<file path="src/rtl/approx_mult_sched_if.sv">
`default_nettype none
// ============================================================================
// approx_mult_sched_if : requester/response handshake bundle for approx_mult_sched
// Revision 1.0
// ============================================================================
interface approx_mult_sched_if #(
   parameter int NREQ = 4,
   parameter int IDW  = 2
);
   logic [NREQ-1:0]   req_valid;
   logic [NREQ-1:0]   req_ready;
   logic [8*NREQ-1:0] req_a;
   logic [8*NREQ-1:0] req_b;
   logic              resp_valid;
   logic              resp_ready;
   logic [16:0]       resp_x;
   logic [IDW-1:0]    resp_id;

   modport master (
      output req_valid, req_a, req_b, resp_ready,
      input  req_ready, resp_valid, resp_x, resp_id
   );

   modport slave (
      input  req_valid, req_a, req_b, resp_ready,
      output req_ready, resp_valid, resp_x, resp_id
   );
endinterface
`default_nettype wire

</file>
<file path="src/rtl/approx_mult_sched.sv">
`default_nettype none
// ============================================================================
// approx_mult_sched : round-robin sharing of one external 8x8 approximate
// multiplier; optional error monitor enabled by APPROX_ERR_MON_EN.
// Revision 1.0
// ============================================================================
module approx_mult_sched #(
   parameter int NREQ    = 4,
   parameter int MUL_LAT = 1,
   parameter int IDW     = 2
) (
   input  wire logic          clk,
   input  wire logic          rst,
   approx_mult_sched_if.slave bus,
   output logic [7:0]         mul_a,
   output logic [7:0]         mul_b,
   input  wire logic [16:0]   mul_x,
   output logic               busy
`ifdef APPROX_ERR_MON_EN
   ,
   output logic [16:0]        resp_err,
   output logic [16:0]        err_max
`endif
);

   localparam int CW = 3;

   typedef enum logic [1:0] {
      ST_IDLE  = 2'd0,
      ST_ISSUE = 2'd1,
      ST_WAIT  = 2'd2,
      ST_RESP  = 2'd3
   } state_t;

   state_t         r_state;
   state_t         w_state_nxt;
   logic [IDW-1:0] r_ptr;
   logic [CW-1:0]  r_cnt;
   logic [7:0]     r_mul_a;
   logic [7:0]     r_mul_b;
   logic [16:0]    r_resp_x;
   logic [IDW-1:0] r_resp_id;
   logic           r_resp_valid;

   logic           w_found;
   logic           w_accept;
   logic [IDW-1:0] w_gnt;
   logic [IDW-1:0] w_idx;
   logic [IDW:0]   w_sum;
   logic [IDW-1:0] w_ptr_nxt;
   logic [7:0]     w_opa;
   logic [7:0]     w_opb;

   // Search from r_ptr upward, wrapping modulo NREQ; the first valid requester wins.
   always_comb begin
      w_found = 1'b0;
      w_gnt   = '0;
      w_idx   = '0;
      w_sum   = '0;
      w_opa   = '0;
      w_opb   = '0;
      for (int k = 0; k < NREQ; k++) begin
         w_sum = {1'b0, r_ptr} + (IDW+1)'(k);
         if (w_sum >= (IDW+1)'(NREQ)) begin
            w_sum = w_sum - (IDW+1)'(NREQ);
         end
         w_idx = w_sum[IDW-1:0];
         if (!w_found && bus.req_valid[w_idx]) begin
            w_found = 1'b1;
            w_gnt   = w_idx;
            w_opa   = bus.req_a[{w_idx, 3'b000} +: 8];
            w_opb   = bus.req_b[{w_idx, 3'b000} +: 8];
         end
      end
   end

   assign w_accept  = (r_state == ST_IDLE) && w_found;
   assign w_ptr_nxt = (w_gnt == IDW'(NREQ-1)) ? '0 : w_gnt + 1'b1;

   always_comb begin
      w_state_nxt = r_state;
      case (r_state)
         ST_IDLE:  if (w_found) w_state_nxt = ST_ISSUE;
         ST_ISSUE: w_state_nxt = ST_WAIT;
         ST_WAIT:  if (r_cnt == '0) w_state_nxt = ST_RESP;
         ST_RESP:  if (bus.resp_ready) w_state_nxt = ST_IDLE;
         default:  w_state_nxt = ST_IDLE;
      endcase
   end

   always_ff @(posedge clk) begin
      if (rst) begin
         r_state <= ST_IDLE;
      end else begin
         r_state <= w_state_nxt;
      end
   end

   always_ff @(posedge clk) begin
      if (rst) begin
         r_ptr        <= '0;
         r_cnt        <= '0;
         r_mul_a      <= '0;
         r_mul_b      <= '0;
         r_resp_x     <= '0;
         r_resp_id    <= '0;
         r_resp_valid <= 1'b0;
      end else begin
         case (r_state)
            ST_IDLE: begin
               if (w_found) begin
                  r_mul_a   <= w_opa;
                  r_mul_b   <= w_opb;
                  r_resp_id <= w_gnt;
                  r_ptr     <= w_ptr_nxt;
                  r_cnt     <= CW'(MUL_LAT-1);
               end
            end
            ST_WAIT: begin
               if (r_cnt == '0) begin
                  r_resp_x     <= mul_x;
                  r_resp_valid <= 1'b1;
               end else begin
                  r_cnt <= r_cnt - 1'b1;
               end
            end
            ST_RESP: begin
               if (bus.resp_ready) r_resp_valid <= 1'b0;
            end
            default: ;
         endcase
      end
   end

`ifdef APPROX_ERR_MON_EN
   logic [15:0] w_prod;
   logic [16:0] w_exact;
   logic [16:0] w_abs_err;
   logic [16:0] r_resp_err;
   logic [16:0] r_err_max;

   assign w_prod    = 16'(r_mul_a) * 16'(r_mul_b);
   assign w_exact   = {1'b0, w_prod};
   assign w_abs_err = (w_exact >= mul_x) ? (w_exact - mul_x) : (mul_x - w_exact);

   always_ff @(posedge clk) begin
      if (rst) begin
         r_resp_err <= '0;
         r_err_max  <= '0;
      end else begin
         if (r_state == ST_WAIT && r_cnt == '0) r_resp_err <= w_abs_err;
         if (r_state == ST_RESP && bus.resp_ready && r_resp_err > r_err_max) begin
            r_err_max <= r_resp_err;
         end
      end
   end

   assign resp_err = r_resp_err;
   assign err_max  = r_err_max;
`endif

   // The accept pulse is masked during reset so no requester sees a lost handshake.
   assign bus.req_ready  = (w_accept && !rst) ? (NREQ'(1) << w_gnt) : '0;
   assign bus.resp_valid = r_resp_valid;
   assign bus.resp_x     = r_resp_x;
   assign bus.resp_id    = r_resp_id;
   assign mul_a          = r_mul_a;
   assign mul_b          = r_mul_b;
   assign busy           = (r_state != ST_IDLE);

endmodule
`default_nettype wire
</file>
<file path="src/flat_wrapper.sv">
// flat-port wrapper written by rule: the top's interface ports become plain ports
module approx_mult_sched_flat 
#(
   parameter int NREQ    = 4,
   parameter int MUL_LAT = 1,
   parameter int IDW     = 2
)
  (clk, rst, mul_a, mul_b, mul_x, busy, bus_req_valid, bus_req_a, bus_req_b, bus_resp_ready, bus_req_ready, bus_resp_valid, bus_resp_x, bus_resp_id);
  approx_mult_sched_if #(.NREQ(NREQ), .IDW(IDW)) bus_i ();
  input  wire logic clk;
  input  wire logic rst;
  output logic [7:0] mul_a;
  output logic [7:0] mul_b;
  input  wire logic [16:0] mul_x;
  output logic busy;
  input wire logic [$bits(bus_i.req_valid)-1:0] bus_req_valid;
  input wire logic [$bits(bus_i.req_a)-1:0] bus_req_a;
  input wire logic [$bits(bus_i.req_b)-1:0] bus_req_b;
  input wire logic [$bits(bus_i.resp_ready)-1:0] bus_resp_ready;
  output wire logic [$bits(bus_i.req_ready)-1:0] bus_req_ready;
  output wire logic [$bits(bus_i.resp_valid)-1:0] bus_resp_valid;
  output wire logic [$bits(bus_i.resp_x)-1:0] bus_resp_x;
  output wire logic [$bits(bus_i.resp_id)-1:0] bus_resp_id;
  assign bus_i.req_valid = bus_req_valid;
  assign bus_i.req_a = bus_req_a;
  assign bus_i.req_b = bus_req_b;
  assign bus_i.resp_ready = bus_resp_ready;
  assign bus_req_ready = bus_i.req_ready;
  assign bus_resp_valid = bus_i.resp_valid;
  assign bus_resp_x = bus_i.resp_x;
  assign bus_resp_id = bus_i.resp_id;
  approx_mult_sched #(.NREQ(NREQ), .MUL_LAT(MUL_LAT), .IDW(IDW)) u_core (.clk(clk), .rst(rst), .bus(bus_i), .mul_a(mul_a), .mul_b(mul_b), .mul_x(mul_x), .busy(busy));
endmodule
</file>
<file path="config.mk">
export PLATFORM = sky130hd
export DESIGN_NAME = approx_mult_sched_flat
export DESIGN_NICKNAME = d
export VERILOG_FILES = /design/src/rtl/approx_mult_sched_if.sv /design/src/rtl/approx_mult_sched.sv /design/src/flat_wrapper.sv
export SDC_FILE = /design/constraint.sdc
export NUM_CORES = 1
export LEC_CHECK = 0
export BUFFER_PORTS_ARGS = -buffer_cell sky130_fd_sc_hd__buf_4
export CORE_ASPECT_RATIO = 1.4
export CORE_UTILIZATION = 52
export CTS_CLUSTER_DIAMETER = 40
export DETAILED_ROUTE_END_ITERATION = 6
export PLACE_DENSITY = 0.82
export SYNTH_ARGS = -nofsm -noshare
export SYNTH_HDL_FRONTEND = slang
export SYNTH_SLANG_ARGS = --single-unit
</file>
<file path="constraint.sdc">
create_clock -name clk -period 2.9 [get_ports clk]
set_input_delay 0.145 -clock clk [delete_from_list [all_inputs] [get_ports clk]]
set_output_delay 0.145 -clock clk [all_outputs]
set_load 0.02 [all_outputs]
</file>
== Word level (Yosys, flattened, before mapping) ==
Cells that the tools add are included.
Storage, ports and cells
  register bits after elaboration: 43
  output and inout bits: 41
Operators by class
  add/sub/neg operators: 9
  magnitude comparators: 8
  eq/ne operators: 8
  shifts and indexed selects: 9
  muxes and demuxes: 40
  reduce and logical (&&, ||, !) cells: 19
Operators with widths (count)
  32-bit by 6-bit variable part select with 8-bit output: 8
  8-bit 2-to-1 mux: 8
  2-bit 2-to-1 mux: 12
  2-bit by 3-bit less-than comparator with 1-bit output (second input constant): 4
  1-bit 2-to-1 mux: 10
  3-bit greater-or-equal comparator (second input constant): 3
  3-bit AND reduction: 3
  1-bit binary-select mux with 2-bit select: 4
  2-bit one-hot mux with 4 select lines: 1
  2-bit by 1-bit subtractor with 2-bit output (second input constant): 4
  2-bit by 2-bit adder with 3-bit output (second input constant): 2
  2-bit equality test (second input constant): 3
  3-bit 2-to-1 mux: 2
  3-bit one-hot mux with 2 select lines: 1
  2-bit nonzero test: 3
  1-bit logical AND: 5
  1-bit zero test: 4
  4-bit 2-to-1 mux: 1
  2-bit by 1-bit inequality test with 1-bit output (second input constant): 2
  2-bit inequality test (second input constant): 2
  2-bit AND reduction: 2
  1-bit by 2-bit left shift with 4-bit output (first input constant): 1
  2-bit by 1-bit adder with 3-bit output (second input constant): 1
  2-bit by 3-bit greater-or-equal comparator with 1-bit output (second input constant): 1
  6 further kinds: 6

== Depth between registers and ports, before layout ==
Gate-level depths: netlist of run 1.
  word-level depth: 17
  gate-level depth with buffers: 10

== Worst setup path before layout of run 1 ==
OpenSTA, ideal clock, no wires.
  kind: reg-to-output
  start: reg u_core.r_ptr[0]
  end: out bus_req_ready[2]
  arrival time: 1909 ps
  data required time: 2755 ps
  slack: 846 ps
  stages on the path, launching flop included: 11
  path buffers: 3
  cell sequence: dfxtp_1 > buf_2 > buf_4 > nor3_1 > a22oi_1 > nand2_2 > buf_2 > o32a_1 > inv_2 > ha_1 > and2_1
Between the ends
  elaborated cells on any way between the ends: 41
RTL lines
  from (decl): line approx_mult_sched.sv:37  | logic [IDW-1:0] r_ptr;
  from (signal assigned): line approx_mult_sched.sv:115  | r_ptr <= w_ptr_nxt;
  parallel branches: the longest is 13 deep, another holds 2-bit by 1-bit adder with 3-bit output
  2-bit 2-to-1 mux (*): line approx_mult_sched.sv:68  | if (!w_found && bus.req_valid[w_idx]) begin
  named net u_core.w_gnt[0]: line approx_mult_sched.sv:47  | logic [IDW-1:0] w_gnt;
  1-bit by 2-bit left shift with 4-bit output (*): line approx_mult_sched.sv:163  | assign bus.req_ready = (w_accept && !rst) ? (NREQ'(1) << w_gnt) : '0;
  4-bit 2-to-1 mux (*): line approx_mult_sched.sv:163
  to (decl): line flat_wrapper.sv:20  | output wire logic [$bits(bus_i.req_ready)-1:0] bus_req_ready;
Mark *: on every way through the listed nets, which the timed path passes. The select of a mux whose other input is x is not followed.

== Final worst setup path of run 1 ==
  start: reg u_core.r_ptr[0]
  end: out bus_req_ready[1]
Same word-level chain as after synthesis.

==> results of run 1 <==
synth_stat cells (all sizes together), types with 2 or more instances:
master,n
nor2b,17
inv,12
nand2,46
a221oi,16
o211ai,2
nand3b,2
buf,23
o21ai,5
clkbuf,13
dfxtp,43
mux4,66
nor2,24
and3b,3
a21oi,45
nor3b,5
ha,10
and2,6
a211oi,17
nand2b,8
worst register-to-register path, stage by stage, from the launching register on:
cell and delay (ns):
dfxtp_4 0.68, buf_12 0.35, nor3b_1 0.10, o21ai_0 0.25
nand2_2 0.10, o32a_1 0.25, ha_1 0.32, nand2_1 0.06
a21oi_1 0.06
how the worst max path moves through the flow:
stage                            end  depth (start not counted)            start
floorplan           bus_req_ready[2]                         10  u_core.r_ptr[0]
global placement    bus_req_ready[0]                          9  u_core.r_ptr[0]
detailed placement  bus_req_ready[0]                          9  u_core.r_ptr[0]
CTS                 bus_req_ready[0]                          9  u_core.r_ptr[0]
global route        bus_req_ready[1]                          8  u_core.r_ptr[0]
finish              bus_req_ready[1]                          8  u_core.r_ptr[0]
state kept, by name, summed over array words and instances, names as in the netlist:
signal and count:
u_core.bus.resp_valid 1, u_core.mul_a 8, u_core.r_ptr 2, u_core.bus.resp_id 2
u_core.bus.resp_x 17, u_core.r_state 2, u_core.r_cnt 3, u_core.mul_b 8
power by group through the flow:
stage	logic, mW	registers (mW)	clock network, mW
floorplan	1.91	1.05	0
global placement	2.57	0.992	0
finish	2.64	0.987	0.476
global route	2.88	1.02	0.514
detailed placement	2.65	0.999	0
CTS	2.66	0.989	0.486
layout make-up:
class / count / area [µm²] / area share
Inverter: 12 / 45.04 / 0.008911
Sequential cell: 43 / 868.3 / 0.1718
Timing Repair Buffer: 138 / 1049 / 0.2074
Clock buffer: 5 / 68.82 / 0.01361
Clock inverter: 3 / 43.79 / 0.008663
Tap cell: 97 / 121.4 / 0.02401
Multi-Input combinational cell: 281 / 2859 / 0.5656
per-layer routing:
layer	wire (µm)	global-route usage	vias to the layer above	part of all wire
met5	0	0	-	0
met1	3605	0.2972	1750	0.36
li1	-	-	1659	-
met3	578	0.03920	23	0.058
met4	269	0.1045	0	0.027
met2	5461	0.4464	163	0.55
per-stage QoR:
step	util	power, mW	hold WS (ns)	instance area (µm²)
2_1_floorplan	-	2.961	0.2810	3958
3_3_place_gp	0.6714	3.561	0.3993	4942
3_5_place_dp	0.6714	3.649	0.4074	4942
4_1_cts	0.6867	4.132	0.08881	5055
5_1_grt	0.6867	4.417	0.07813	5055
6_report	0.6867	4.105	0.09356	5055
logic make-up (layout without fill, tap and decap cells):
| family | count (synthesis) | count (layout) | synth area share |
|---|---|---|---|
| AND/OR/NAND/NOR | 115 | 115 | 0.1439 |
| AO/OA/AOI/OAI | 90 | 90 | 0.1714 |
| flip-flops | 43 | 43 | 0.2175 |
| adder cells (fa/ha/maj) | 10 | 10 | 0.03162 |
| multiplexers | 66 | 66 | 0.3756 |
| buffers and inverters | 48 | 158 | 0.06007 |
==> summary.md, run 1 <==
| Metric | Value |
|---|---|
| Status | complete, no violations |
| Grt ovf | 0 |
| Most common cell after layout, fill and taps aside | buf_4 |
| Ys Warns | 0 |
| Fin cells | ~580 |
| Seq cells post-synth | between 40 and 50 |
| Sw power | 1.719 mW |
| Worst skew pair latency | roughly 0.30 ns |
| DR vias/cell | 6.209 |
| Detailed Route WL | around 9.9 mm |
| Core area | ~0.0074 mm² |
| Post-Syn Nets | 470 |
| Logic pwr share | 0.644 |
| Share of layout cells above drive strength 1 | 0.4876 |
| PortBufs | between 100 and 150 |
| Area Growth Syn to Fin | 27.73% |
| Drt pass-1 iters | 4 |
| Sequential power share | 0.240 |
| Hold/Removal Path Class | in -> reg |
| Maximum vdd drop | between 0.4 and 0.5 mV |
| Distinct cells, synth | 36 |
| H-tree depth | 2 |
| Post_cts resized | 0 |
| Endpoint class of the critical path | output port |
| Largest net degree at the start of global routing | 50 |
| Hold EP | u_core.bus.resp_x[8] |
| Net Sw Frac | 0.4187 |
| WHS Path Cells | 3 |
| CTS tree | built |
| Worst r2r src | u_core.r_ptr[0] |
| Rows | 37 |
| Post-place setup slack | slightly below 0.6 ns |
| Post-Syn Area | roughly 0.004 mm² |
| Internal power | roughly 2.4 mW |
| Post-CTS Setup Inserts | 0 |
| Number of synthesized flops with an enable pin | 0 |
| Tcrit/Tclk final | 0.9184 |
| Final #Nets | ~580 |
| First-pass GRT wire length | ~16 mm |
| Async set-reset flop share out of synthesis | 0 |
| CTS root buf | clkbuf_8 |
| IO Count | about 130 |
| Fmax | 375.4 MHz |
| Critical Path AT | between 2 and 3 ns |
| CP cell instances | buf_12 -> nor3b_1 -> o21ai_0 -> nand2_2 -> o32a_1 -> ha_1 -> and2_1 -> buf_4 |
| Initial antenna violation count | 0 |
| Routed WL per cell | between 15 and 20 µm |
| DP HPWL | 7.218 mm |
| Effective utilization at floorplan | 0.5377 |
| Worst setup SP type | register |
| Maxcap violations | 0 |
| Max Transition Viols Final | 0 |
| Seq/Total Area, Yosys | 0.2175 |
| Worst setup margin | between 0.2 and 0.25 ns |
| Area share of the largest cell type after synthesis | 0.3756 |
| Leading area contributor after synthesis | mux4_2 |
| Drt initial violations | 160 |
| CP max FO | 44 |
| Sink Count | 43 |
| Max incr delay on CP | 0.68 ns |
| Critical path's slowest cell | dfxtp_4 |
| Setup Viol. Count Final | 0 |
| Hold_sp | mul_x[8] |
| Crit path kind | reg -> out |
| Hold buffer count at cts | 0 |
| CP top delay family | flip-flops |
| Chip Height | between 100 and 150 µm |
| Clk pin slew, worst setup/hold paths | about 0.080 ns |
| Mean Syn Cell Area | between 10 and 15 µm² |
| Req. time, crit path | roughly 2.8 ns |
| Vias in the first global route | 3504 |
| Post-synth top flop | dfxtp_1 |
| Pwr Density | 812.2 mW/mm² |
| LEAKAGE | between 1.5 and 2 nW |
| Clock period minus worst slack | roughly 2.7 ns |
| DRC | 0 |
| FF-to-FF End | u_core.r_ptr[1] |
| DR vias | between 3000 and 4000 |
| RSZ-0062 raised after global routing | no |
| Post-DRT Antenna Nets | 0 |
| Crit path buf inv count | 2 |
| Maximum clock path buffer count | 2 |
| Worst Max-Slew Pin Slew | 0.6506 ns |
| Clock Skew | ~0.0084 ns |
| Die extent in x | 75.73 µm |
| Fin. Hold Viols | 0 |
| Rel. slew slack | 0.5662 |
| Placed cells | 571 |
| Reg2reg setup slack | 0.60 ns |
| Top post-synthesis cells by area | mux4_2 38%, dfxtp_1 22%, a21oi_1 5.7%, nand2_1 4.3%, a221oi_2 3.4% |
| RePlAce Congestion | around 0.84 |
| Total track usage | 0.2535 |
| Clock power share | 0.116 |
| Most frequent cells in the layout | 137 x buf_4, 66 x mux4_2, 45 x nand2_1, 45 x a21oi_1, 41 x dfxtp_1 |
| Worst reg-to-reg path cell count | 8 |
| Setup TNS | 0 ns |
| Fillers | 557 |
| Syn Inst Count | approximately 370 |
| Antenna Cells | 0 |
| Die ar. | 0.007968 mm² |
| CTS buffer count | 5 |
Note: power is estimated with default switching activity, not from simulation.
==> run 2: changes to the inputs <==
Settings changed: GPL_TIMING_DRIVEN from default to 0, PLACE_DENSITY 0.82 to 0.91.
==> run 2 against run 1 <==
Combinational power increased by 11%. Routed wire length increased by 23%. Largest power group unchanged. Non-clock buffer count increased by 25. Final area increased by 2.3%. Sequential cell count unchanged. Critical path depth increased by 2. Die area unchanged. Clock power increased by 17%. Core utilization increased by 1.6 points.
==> summary.md, run 2 (synthesized netlist as in run 1, its figures left out) <==
| Metric | Value |
|---|---|
| Clock Skew | 0.004765 ns (was 0.008369 ns) |
| DP HPWL | 9.037 mm (was 7.218 mm) |
| FF-to-FF End | u_core.r_ptr[1] (unchanged) |
| Net Sw Frac | 0.4282 (was 0.4187) |
| Maximum clock path buffer count | 2 (unchanged) |
| Total power draw | 4.380 mW (was 4.105 mW) |
| Post-CTS Setup Inserts | 0 (unchanged) |
| Most common cell after layout, fill and taps aside | buf_4 (unchanged) |
| Die ar. | 0.007968 mm² (unchanged) |
| Maximum vdd drop | 0.4694 mV (was 0.4580 mV) |
| RePlAce Congestion | 0.9071 (was 0.8424) |
| Logic pwr share | 0.668 (was 0.644) |
| Max reg flops | 17 (unchanged) |
| Clock power share | 0.127 (was 0.116) |
| Reg2reg setup slack | 0.46 ns (was 0.60 ns) |
| Critical path's slowest cell | dfxtp_1 (was dfxtp_4) |
| Chip Height | 105.2 µm (unchanged) |
| Detailed Route WL | 12.23 mm (was 9.914 mm) |
| Max Transition Viols Final | 0 (unchanged) |
| Area Growth Syn to Fin | 30.67% (was 27.73%) |
| Most frequent cells in the layout | 133 x buf_4, 66 x mux4_2, 45 x nand2_1, 45 x a21oi_1, 43 x dfxtp_1 (was 137 x buf_4, 66 x mux4_2, 45 x nand2_1, 45 x a21oi_1, 41 x dfxtp_1) |
| Endpoint class of the critical path | output port (unchanged) |
| Die extent in x | 75.73 µm (unchanged) |
| Core area | 0.007361 mm² (unchanged) |
| Pwr Density | 847.0 mW/mm² (was 812.2 mW/mm²) |
| CP max FO | 10 (was 44) |
| CTS root buf | clkbuf_8 (unchanged) |
| Hold_sp | mul_x[8] (unchanged) |
| Internal power | 2.504 mW (was 2.386 mW) |
| LEAKAGE | 2.007 nW (was 1.933 nW) |
| Final hold slack | 0.08041 ns (was 0.09356 ns) |
| DRC | 0 (unchanged) |
| Largest net degree at the start of global routing | 14 (was 50) |
| Share of layout cells above drive strength 1 | 0.4793 (was 0.4876) |
| Tcrit/Tclk final | 0.9550 (was 0.9184) |
| Fin. Hold Viols | 0 (unchanged) |
| Fin cells | 604 (was 579) |
| Post_cts resized | 0 (unchanged) |
| Fillers | 521 (was 557) |
| Routed WL per cell | 20.24 µm (was 17.12 µm) |
| WHS Path Cells | 3 (unchanged) |
| Worst r2r src | u_core.r_ptr[0] (unchanged) |
| CTS tree | built (unchanged) |
| CTS buffer count | 5 (unchanged) |
| Post-DRT Antenna Nets | 0 (unchanged) |
| Worst skew pair latency | 0.31 ns (was 0.30 ns) |
| Hold EP | u_core.bus.resp_x[8] (unchanged) |
| Total track usage | 0.3134 (was 0.2535) |
| Reg area | 860.8 µm² (was 868.3 µm²) |
| Final #Nets | 604 (was 579) |
| Critical Path AT | 2.62 ns (was 2.52 ns) |
| Req. time, crit path | 2.76 ns (about the same) |
| Worst setup SP type | register (unchanged) |
| Antenna Cells | 0 (unchanged) |
| Clk pin slew, worst setup/hold paths | 0.08 ns (about the same) |
| Max incr delay on CP | 0.40 ns (was 0.68 ns) |
| First-pass GRT wire length | 18.90 mm (was 15.70 mm) |
| Drt initial violations | 442 (was 160) |
| Hold buffer count at cts | 0 (unchanged) |
| Initial antenna violation count | 0 (unchanged) |
| Worst reg-to-reg path cell count | 10 (was 8) |
| Worst Max-Slew Pin Slew | 0.7125 ns (was 0.6506 ns) |
| DR vias/cell | 6.581 (was 6.209) |
| Maxcap violations | 0 (unchanged) |
| PortBufs | 127 (was 128) |
| Area of the multi-input gates | 0.002859 mm² (unchanged) |
| Sequential power share | 0.204 (was 0.240) |
| Status | complete, no violations (unchanged) |
| Drt pass-1 iters | 5 (was 4) |
| Vias in the first global route | 4068 (was 3504) |
| Effective utilization at floorplan | 0.5377 (unchanged) |
| Clock period minus worst slack | 2.770 ns (was 2.663 ns) |
| CP dominant cell by count | buf_2 |
| Rel. slew slack | 0.5250 (was 0.5662) |
| Grt ovf | 0 (unchanged) |
| DR vias | 3975 (was 3595) |
| IO Count | 129 (unchanged) |
| Placed cells | 596 (was 571) |
| Crit path kind | reg -> out (unchanged) |
| Rows | 37 (unchanged) |
| Fmax | 361.1 MHz (was 375.4 MHz) |
| Setup Viol. Count Final | 0 (unchanged) |
| Sink Count | 43 (unchanged) |
| H-tree depth | 2 (unchanged) |
| Hold/Removal Path Class | in -> reg (unchanged) |
| Sw power | 1.875 mW (was 1.719 mW) |
| CP cell instances | buf_2 -> buf_6 -> nor3_1 -> a22oi_1 -> nand2_2 -> buf_2 -> o32a_1 -> ha_1 -> and2_1 -> buf_4 (was buf_12 -> nor3b_1 -> o21ai_0 -> nand2_2 -> o32a_1 -> ha_1 -> and2_1 -> buf_4) |
==> run 2: final cells by class <==
cell class,count,share of cell area
plain buffers,36,0.03847
well taps,97,0.02347
flip-flops and latches,43,0.1665
repair buffers,127,0.1844
multi-input cells,281,0.5529
inverters,12,0.008710
clock inverters,2,0.01161
clock buffers,6,0.01403
==> run 2: how the worst max path moves through the flow <==
stage | cells past startpoint | to | from
after detailed placement | 10 | bus_req_ready[1] | u_core.r_ptr[0]
after CTS | 10 | bus_req_ready[1] | u_core.r_ptr[0]
after floorplan | 10 | bus_req_ready[2] | u_core.r_ptr[0]
final | 10 | bus_req_ready[1] | u_core.r_ptr[0]
after global routing | 11 | bus_req_ready[0] | u_core.r_ptr[0]
after global placement | 10 | bus_req_ready[3] | u_core.r_ptr[0]
==> run 2: critical path, delay by kind of cell (launching register included) <==
kind,cells,cell delay (ns)
DFF,1,0.40
AOI/OAI and AO/OA,2,0.47
and+or+nand+nor,3,0.39
buffers and inverters,4,0.85
adders and majority gates,1,0.22
==> run 2: power groups by stage <==
stage / Sequential (mW) / Clock (mW) / Combinational, mW
floorplan: 1.05 / 0 / 1.91
global placement: 0.894 / 0 / 2.77
detailed placement: 0.903 / 0 / 2.87
CTS: 0.892 / 0.559 / 2.90
global route: 0.912 / 0.587 / 3.12
finish: 0.896 / 0.558 / 2.93
==> run 2: per-layer routing <==
layer | vias to the layer above | GRT usage | wire length [µm]
li1 | 1714 | - | -
met1 | 1893 | 0.3269 | 3902
met2 | 324 | 0.5568 | 6603
met3 | 44 | 0.06405 | 1299
met4 | 0 | 0.1812 | 422
met5 | - | 0 | 0
==> run 2: stage by stage <==
stage | setup TNS [ns] | setup slack [ns] | cell area [µm²] | utilization
after floorplan | 0 | 0.8463 | 3958 | -
after global routing | -0.001496 | -0.001496 | 5171 | 0.7025
final | 0 | 0.1305 | 5171 | 0.7025
after CTS | 0 | 0.08669 | 5165 | 0.7017
after detailed placement | 0 | 0.4470 | 5032 | 0.6837
after global placement | 0 | 0.4642 | 5032 | 0.6837
